<file path="src/rtl/jk_updown_counter_pkg.sv">
// Shared definitions for the JK-based up/down modulo counter.
// Holds the JK action encoding, the default sizing and the next-state mode type.
package jk_updown_counter_pkg;

  localparam int DEFAULT_WIDTH = 4;
  localparam int DEFAULT_MOD   = 10;

  // {J,K} action encoding
  localparam logic [1:0] JK_HOLD = 2'b00;
  localparam logic [1:0] JK_CLR  = 2'b01;
  localparam logic [1:0] JK_SET  = 2'b10;
  localparam logic [1:0] JK_TGL  = 2'b11;

  typedef enum logic [1:0] {
    MODE_HOLD = 2'd0,
    MODE_LOAD = 2'd1,
    MODE_UP   = 2'd2,
    MODE_DOWN = 2'd3
  } count_mode_e;

endpackage

</file>
<file path="src/rtl/jk_updown_counter_cell.sv">
// Single JK storage cell: one count bit with complementary output.
// Resets asynchronously to Q=0 / Q_n=1.
module jk_cell
  import jk_updown_counter_pkg::*;
(
  input  logic CLK,
  input  logic RST_n,
  input  logic J,
  input  logic K,
  output logic Q,
  output logic Q_n
);

  logic q_reg;

  always_ff @(posedge CLK or negedge RST_n) begin
    if (!RST_n) begin
      q_reg <= 1'b0;
    end else begin
      case ({J, K})
        JK_HOLD: q_reg <= q_reg;
        JK_CLR:  q_reg <= 1'b0;
        JK_SET:  q_reg <= 1'b1;
        default: q_reg <= ~q_reg;
      endcase
    end
  end

  assign Q   = q_reg;
  assign Q_n = ~q_reg;

endmodule

</file>
<file path="src/rtl/jk_updown_counter.sv">
// Modulo-MOD up/down counter built from WIDTH JK cells; the top level only
// generates per-bit J/K, load clamping and the combinational terminal count.
module jk_updown_counter
  import jk_updown_counter_pkg::*;
#(
  parameter int WIDTH = DEFAULT_WIDTH,
  parameter int MOD   = DEFAULT_MOD
) (
  input  logic             CLK,
  input  logic             RST_n,
  input  logic             EN,
  input  logic             UP,
  input  logic             LOAD,
  input  logic [WIDTH-1:0] D,
  output logic [WIDTH-1:0] Q,
  output logic [WIDTH-1:0] Q_n,
  output logic             TC
);

  // One extra bit so MOD == 2**WIDTH is representable
  localparam logic [WIDTH:0]   MOD_EXT   = (WIDTH + 1)'(MOD);
  localparam logic [WIDTH-1:0] MAX_COUNT = WIDTH'(MOD - 1);

  count_mode_e      mode;
  logic             illegal;
  logic             at_max;
  logic             at_zero;
  logic             explicit_set;
  logic [WIDTH-1:0] target;
  logic [WIDTH-1:0] ones_below;
  logic [WIDTH-1:0] zeros_below;
  logic [WIDTH-1:0] tgl_bus;
  logic [WIDTH-1:0] j_bus;
  logic [WIDTH-1:0] k_bus;

  assign illegal = {1'b0, Q} >= MOD_EXT;
  assign at_max  = (Q == MAX_COUNT);
  assign at_zero = (Q == '0);
  assign TC      = EN & ~LOAD & ((UP & at_max) | (~UP & at_zero));

  always_comb begin
    mode = MODE_HOLD;
    if (LOAD) begin
      mode = MODE_LOAD;
    end else if (EN) begin
      mode = UP ? MODE_UP : MODE_DOWN;
    end
  end

  // Loads, wraps and recovery from an out-of-range count all force every bit
  // to an explicit target; ordinary counting uses the toggle chain instead.
  always_comb begin
    target       = '0;
    explicit_set = 1'b0;
    case (mode)
      MODE_LOAD: begin
        explicit_set = 1'b1;
        target       = ({1'b0, D} < MOD_EXT) ? D : MAX_COUNT;
      end
      MODE_UP: begin
        if (at_max || illegal) begin
          explicit_set = 1'b1;
          target       = '0;
        end
      end
      MODE_DOWN: begin
        if (at_zero || illegal) begin
          explicit_set = 1'b1;
          target       = MAX_COUNT;
        end
      end
      default: begin
        explicit_set = 1'b0;
        target       = '0;
      end
    endcase
  end

  assign ones_below[0]  = 1'b1;
  assign zeros_below[0] = 1'b1;

  generate
    for (genvar gi = 1; gi < WIDTH; gi++) begin : g_chain
      assign ones_below[gi]  = ones_below[gi-1] & Q[gi-1];
      assign zeros_below[gi] = zeros_below[gi-1] & ~Q[gi-1];
    end

    for (genvar gi = 0; gi < WIDTH; gi++) begin : g_cell
      assign tgl_bus[gi] = (mode == MODE_UP)   ? ones_below[gi]  :
                           (mode == MODE_DOWN) ? zeros_below[gi] : 1'b0;
      assign j_bus[gi]   = explicit_set ? target[gi]  : tgl_bus[gi];
      assign k_bus[gi]   = explicit_set ? ~target[gi] : tgl_bus[gi];

      jk_cell u_cell (
        .CLK   (CLK),
        .RST_n (RST_n),
        .J     (j_bus[gi]),
        .K     (k_bus[gi]),
        .Q     (Q[gi]),
        .Q_n   (Q_n[gi])
      );
    end
  endgenerate

endmodule

</file>
<file path="config.mk">
export PLATFORM = sky130hd
export DESIGN_NAME = jk_updown_counter
export DESIGN_NICKNAME = d
export VERILOG_FILES = /design/src/rtl/jk_updown_counter_pkg.sv /design/src/rtl/jk_updown_counter_cell.sv /design/src/rtl/jk_updown_counter.sv
export SDC_FILE = /design/constraint.sdc
export NUM_CORES = 1
export LEC_CHECK = 0
export CELL_PAD_IN_SITES_DETAIL_PLACEMENT = 0
export CELL_PAD_IN_SITES_GLOBAL_PLACEMENT = 1
export CORE_MARGIN = 1
export CORE_UTILIZATION = 27
export DETAILED_ROUTE_END_ITERATION = 16
export PLACE_DENSITY = 0.77
export SYNTH_ARGS = -nofsm -noshare
export SYNTH_HDL_FRONTEND = slang
export SYNTH_SLANG_ARGS = --single-unit
</file>
<file path="constraint.sdc">
create_clock -name CLK -period 1.7 [get_ports CLK]
set_input_delay 0.51 -clock CLK [delete_from_list [all_inputs] [get_ports CLK]]
set_output_delay 0.51 -clock CLK [all_outputs]
set_load 0.02 [all_outputs]
</file>
==> results of run 1 <==
final cells by class:
| cell class | instances | area, um2 | share of cell area |
|---|---|---|---|
| Clock buffer | 3 | 22.52 | 0.03279 |
| Sequential cell | 4 | 100.1 | 0.1457 |
| Multi-Input combinational cell | 40 | 286.5 | 0.4171 |
| Timing Repair Buffer | 28 | 231.5 | 0.3370 |
| Inverter | 4 | 15.01 | 0.02186 |
| Tap cell | 25 | 31.28 | 0.04554 |
final timing paths:
path / endpoint / slack [ps] / cells after the start
setup / recovery: TC / -270 / 4
hold / removal: g_cell[0].u_cell.Q / 480 / 1
setup reg to reg: g_cell[2].u_cell.Q / 140 / 6
hold reg to reg: g_cell[0].u_cell.Q / 740 / 4
max in group asynchronous: g_cell[1].u_cell.Q / 1050 / 1
min in group CLK: g_cell[2].u_cell.Q / 670 / 3
critical path, stage by stage:
cell and delay [ps]:
buf_6 90, or3_4 380, a2111oi_4 280, buf_4 190
power by group through the flow:
stage	combinational (mW)	clock, mW	sequential, mW
after floorplan	0.200	0	0.117
after global placement	0.268	0	0.121
after detailed placement	0.272	0	0.121
after CTS	0.256	0.125	0.120
after global routing	0.271	0.131	0.121
final	0.248	0.117	0.119
routing by layer:
metal	vias to the layer above	wire length [um]	share of wire
met4	0	19	0.017
met1	222	455	0.42
met2	20	560	0.51
met5	-	0	0
li1	243	-	-
met3	2	58	0.053
repair_timing:
action                     in CTS  in global routing
pin swaps                       3                  1
gates resized for setup        28                  5
setup endpoints to repair      12                  4
buffers inserted                0                  0
through the flow:
step / utilization / power (mW)
detailed placement: 0.3971 / 0.3932
global route: 0.3978 / 0.5238
floorplan: - / 0.3171
global placement: 0.3971 / 0.3888
CTS: 0.4051 / 0.5011
finish: 0.3978 / 0.4839
cell families after synthesis:
logic type / after synthesis
and+or+nand+nor: 19
buffers and inverters: 18
DFF: 4
AOI/OAI and AO/OA: 17
muxes: 1
xor gates and xnor gates: 3
cells in the final DEF, fill, tap and decap left out:
cell / netlist / final
clkdlybuf4s50_1: 0 / 5
or4_1: 1 / 1
mux2i_1: 1 / 1
dfrtp_1: 4 / 4
a2111oi_4: 0 / 1
nor2b_1: 1 / 1
buf_4: 8 / 12
buf_2: 3 / 2
buf_6: 3 / 1
clkdlybuf4s15_2: 0 / 1
clkbuf_2: 0 / 2
or3b_1: 1 / 1
a31oi_1: 1 / 1
a21oi_2: 1 / 1
or3_1: 3 / 2
dlymetal6s2s_1: 0 / 1
o22ai_1: 1 / 1
dlygate4sd2_1: 0 / 3
clkdlybuf4s15_1: 0 / 1
inv_1: 4 / 4
nor2_1: 3 / 3
o21ai_1: 1 / 1
a21oi_1: 4 / 4
o31ai_2: 1 / 1
o21ai_0: 4 / 4
nand3b_1: 3 / 3
nand2b_4: 1 / 1
o31ai_1: 2 / 2
nand4_1: 1 / 1
a211oi_1: 1 / 1
clkbuf_4: 0 / 3
nand2_1: 3 / 3
xnor2_1: 2 / 2
nand3_1: 2 / 2
xor2_1: 1 / 1
or3_4: 0 / 1
==> reports/metrics.cfg, run 1 <==
[die]
die_area_um2=2001
pin_count=18
die_w_um=44.73
placementRows=15
dieHeight_um=44.73
core_area_um2=1727
start_util=0.2855

[synthesis]
yosys.area_share.simple=0.2360
synthCells=62
ys.flop_type=dfrtp_1
syn_nets=71
synth_edf_count=0
synth.cell_area_um2=493.0
ys.warnings.count=0
synth_area_per_cell_um2=7.951
synth-compound-area-share=0.2360
synth_fa_ha_area_frac=0
synth.area.mux_share=0.02030
synth.area.top_cells=dfrtp_1 (20%), buf_4 (12%), buf_6 (6.9%)
synth_top_area_frac=0.2030
synth_xor_area_frac=0.05330
yosysTopAreaCell=dfrtp_1
yosys_register_bits=4
yosysMostFrequentCell=buf_4
synthDistinctLibCells=28
yosys-top-cells-count=buf_4 (8), a21oi_1 (4), dfrtp_1 (4), inv_1 (4), o21ai_0 (4)
async_reset_ff_frac=1.000
seq_area_frac_synth=0.2030
synth_top_family_by_area=buffers and inverters

[grt]
grt_pass1_wl_um=1731
top_usage_layer=met2
grt_pass1_vias=405
grtUsageMet2=0.1882
use_met1=0.1540
grt.met3_usage=0.01600
grt_max_degree=12
gr-total-overflow=0
grt_usage=0.1259
antenna_found_initial=0

[cts]
cts_sinks=4
cts_root_buffer=clkbuf_4
ctsHoldBuffers=0
cts_buffer_depth=2
cts_buffers=3
htreeDepth=1
cts_tree=built
worstSkewPairLatency_ps=230
cts.clk_slew.worst_paths_ps=40

[outcome]
violations=negative setup slack
outcome=finished with violations

[timing]
fin_hold_ws_ps=476.8
tightest_slew_ps=251.5
timing.final.max_slew_violations=0
fin_crit_ps=1966
rsz0062_at_grt=yes
fin_setup_tns_ps=-265.5
timing.fmax_mhz=508.8
finalHoldViolations=0
period_share=1.156
finalSetupViolations=1
layout_setup_ws_ps=-265.5
skew_ps=4.854
maxSlewHeadroom=0.8309

[power_and_ir_drop]
p_switching_mw=0.1807
p_seq_frac=0.246
powerDensity_nw_per_um2=704.5
p_int_mw=0.3032
p_leak_nw=0.2969
peakVddDrop_v=0.0001879
p_sw_frac=0.3735
p_comb_frac=0.512
pwr-share-clk=0.242

[critical_path]
setup.worst_path.start=UP
cp.required_ps=1190
cp.arrival_ps=1460
path_max_fanout=3
cp-end-kind=output port
timing.rr.start=g_cell[0].u_cell.Q
cp-start-kind=input port
crit_type=in -> out

[placed_design]
dpl.cell_count=101
hpwl_um=898.5
io_buffers=17
post_dp_cell_area_um2=685.7
gp_congestion=0.7534
post-place-ws_ps=-1035

[min_path]
hold_class=in -> async

[detailed_routing]
drcViolationCount=0
wl_um=1093
wl_per_cell_um=10.51
vias=487
drtIter0Drc=11
dr.pass1.iters=4
viasPerCell=4.683
postRouteAntennaNets=0

[final_layout]
fill_cells=195
area_delta_synth_final_pct=39.34
nNetsFinal=90
drive_above_1_share=0.3291
final_cells=104
stdcell_area_um2=686.9
num_antenna_cells=0
largest_reg_flops=4

[flow_run]
maxCapViolations=0

Note: power is estimated with default switching activity, not from simulation.
==> run 2: changes to the inputs <==
Settings changed: CELL_PAD_IN_SITES_DETAIL_PLACEMENT 0 to 1.
==> run 2 against run 1 <==
  * The flow still finishes with violations (negative setup slack)
  * Critical path depth did not move
  * Sequential cell count unchanged
  * Power increased by 10%
  * Hold slack gained 0.62 ps
  * Wire length rose by 29%
  * Final area increased by 8.7%
  * Clock power hardly changed
  * Die area is the same
  * Global-route usage increased by 2.5 points
  * Critical endpoint unchanged
==> reports/metrics.cfg, run 2 (synthesis results as in run 1) <==
[outcome]
outcome=finished with violations
violations=negative setup slack

[critical_path]
timing.rr.start=g_cell[0].u_cell.Q
cp.depth=4
cp_top_family=simple AND/OR/NAND/NOR gates
path_max_fanout=2
cp-end-kind=output port
regToRegEndpoint=g_cell[2].u_cell.Q
cp.required_ps=1190
crit_type=in -> out
cp_slowest_cell=or3_4
crit_chain=buf_6, or3_4, a2111oi_4, buf_4
critPathMaxStageDelay_ps=390
reg2reg_slack_ps=140
crit_buf_inv=2
cp-start-kind=input port
worst_r2r_path_depth=6
cp.arrival_ps=1450
worstSetupEndpoint=TC
setup.worst_path.start=UP

[grt]
grt_pass1_vias=497
grt_pass1_wl_um=2159
antenna_found_initial=0
grt_max_degree=12
gr-total-overflow=0
grt_usage=0.1512

[timing]
maxSlewHeadroom=0.8233
timing.final.max_slew_violations=0
period_share=1.156
fin_crit_ps=1965
timing.fmax_mhz=508.9
tightest_slew_ps=262.3
finalSetupViolations=1
layout_setup_ws_ps=-264.9
skew_ps=6.173
finalHoldViolations=0
rsz0062_at_grt=yes

[power_and_ir_drop]
powerDensity_nw_per_um2=715.7
pwr-share-clk=0.217
p_sw_frac=0.3788
p_leak_nw=0.3196
p_comb_frac=0.560
p_switching_mw=0.2025
p_seq_frac=0.223
p_int_mw=0.3321
p_total_mw=0.5346
peakVddDrop_v=0.0002063

[cts]
ctsHoldBuffers=0
worstSkewPairLatency_ps=240
cts_buffer_depth=2
cts_tree=built
cts_buffers=3
cts_sinks=4
htreeDepth=1
cts_root_buffer=clkbuf_4
cts.clk_slew.worst_paths_ps=40

[final_layout]
largest_reg_flops=4
drive_above_1_share=0.3580
num_antenna_cells=0
fill_cells=215
nNetsFinal=92
final_common_cell=buf_4
layout_common_cells=buf_4 (12), clkdlybuf4s50_1 (5), o21ai_0 (4), a21oi_1 (4), dfrtp_1 (4)
area_delta_synth_final_pct=51.52
final_cells=106

[detailed_routing]
wl_um=1414
wl_per_cell_um=13.34
vias=506
postRouteAntennaNets=0
viasPerCell=4.774
dr.pass1.iters=4
drtIter0Drc=13
drcViolationCount=0

[die]
die_w_um=44.73
start_util=0.2855
placementRows=15
pin_count=18
dieHeight_um=44.73
die_area_um2=2001
core_area_um2=1727

[min_path]
hold_class=in -> async

[flow_run]
maxCapViolations=0

[placed_design]
io_buffers=17
dpl.cell_count=101
gp_congestion=0.7534
hpwl_um=1036

run 2: cell count changes in the layout (fill, tap and decap cells not counted), sizes merged:
cell           previous run  this run
clkbuf                    5         6
clkdlybuf4s15             2         3
run 2: routing by layer:
metal,global-route usage,up-vias,part of all wire
met2,0.2941,15,0.57
met3,0,2,0.028
met1,0.1622,244,0.40
met4,0.09091,0,0.0071
li1,-,245,-
met5,0,-,0
run 2: power by group through the flow:
stage	clock network, mW	registers, mW	logic, mW
CTS	0.116	0.120	0.267
global route	0.123	0.121	0.321
floorplan	0	0.117	0.200
finish	0.116	0.119	0.299
detailed placement	0	0.121	0.277
global placement	0	0.121	0.268
run 2: cell type report:
cell class / instances / area [um2] / area share
inverter: 4 / 17.52 / 0.02345
multi-input combinational: 40 / 292.8 / 0.3920
tap: 25 / 31.28 / 0.04188
sequential: 4 / 100.1 / 0.1340
timing repair buffer: 30 / 282.8 / 0.3786
clock buffer: 3 / 22.52 / 0.03015
run 2: how the worst min path moves through the flow:
stage / from / slack, ps / cells past startpoint / endpoint
2_1_floorplan: RST_n / 210 / 0 / g_cell[0].u_cell.Q
3_3_place_gp: RST_n / 720 / 1 / g_cell[0].u_cell.Q
3_5_place_dp: RST_n / 730 / 1 / g_cell[0].u_cell.Q
4_1_cts: RST_n / 490 / 1 / g_cell[0].u_cell.Q
5_1_grt: RST_n / 500 / 1 / g_cell[0].u_cell.Q
6_report: RST_n / 480 / 1 / g_cell[0].u_cell.Q
run 2: timing repair:
item / in CTS / in global routing
gates resized for setup: 27 / 11
pin swaps: 3 / 1
buffers inserted: 1 / 1
setup endpoints to repair: 13 / 6
cloned: 0 / 1
run 2: stage by stage:
stage                     hold WS, ps  utilization  TNS (ps)  worst slack, ps  instance area (um2)
after floorplan                 214.4            -    -232.3           -232.3                513.0
after global placement          718.8       0.3971     -2323            -1020                685.7
after detailed placement        729.7       0.3971     -2638            -1056                685.7
after CTS                       487.5       0.4116    -326.0           -326.0                710.7
after global routing            498.2       0.4326    -318.8           -318.8                747.0
final                           477.4       0.4326    -264.9           -264.9                747.0
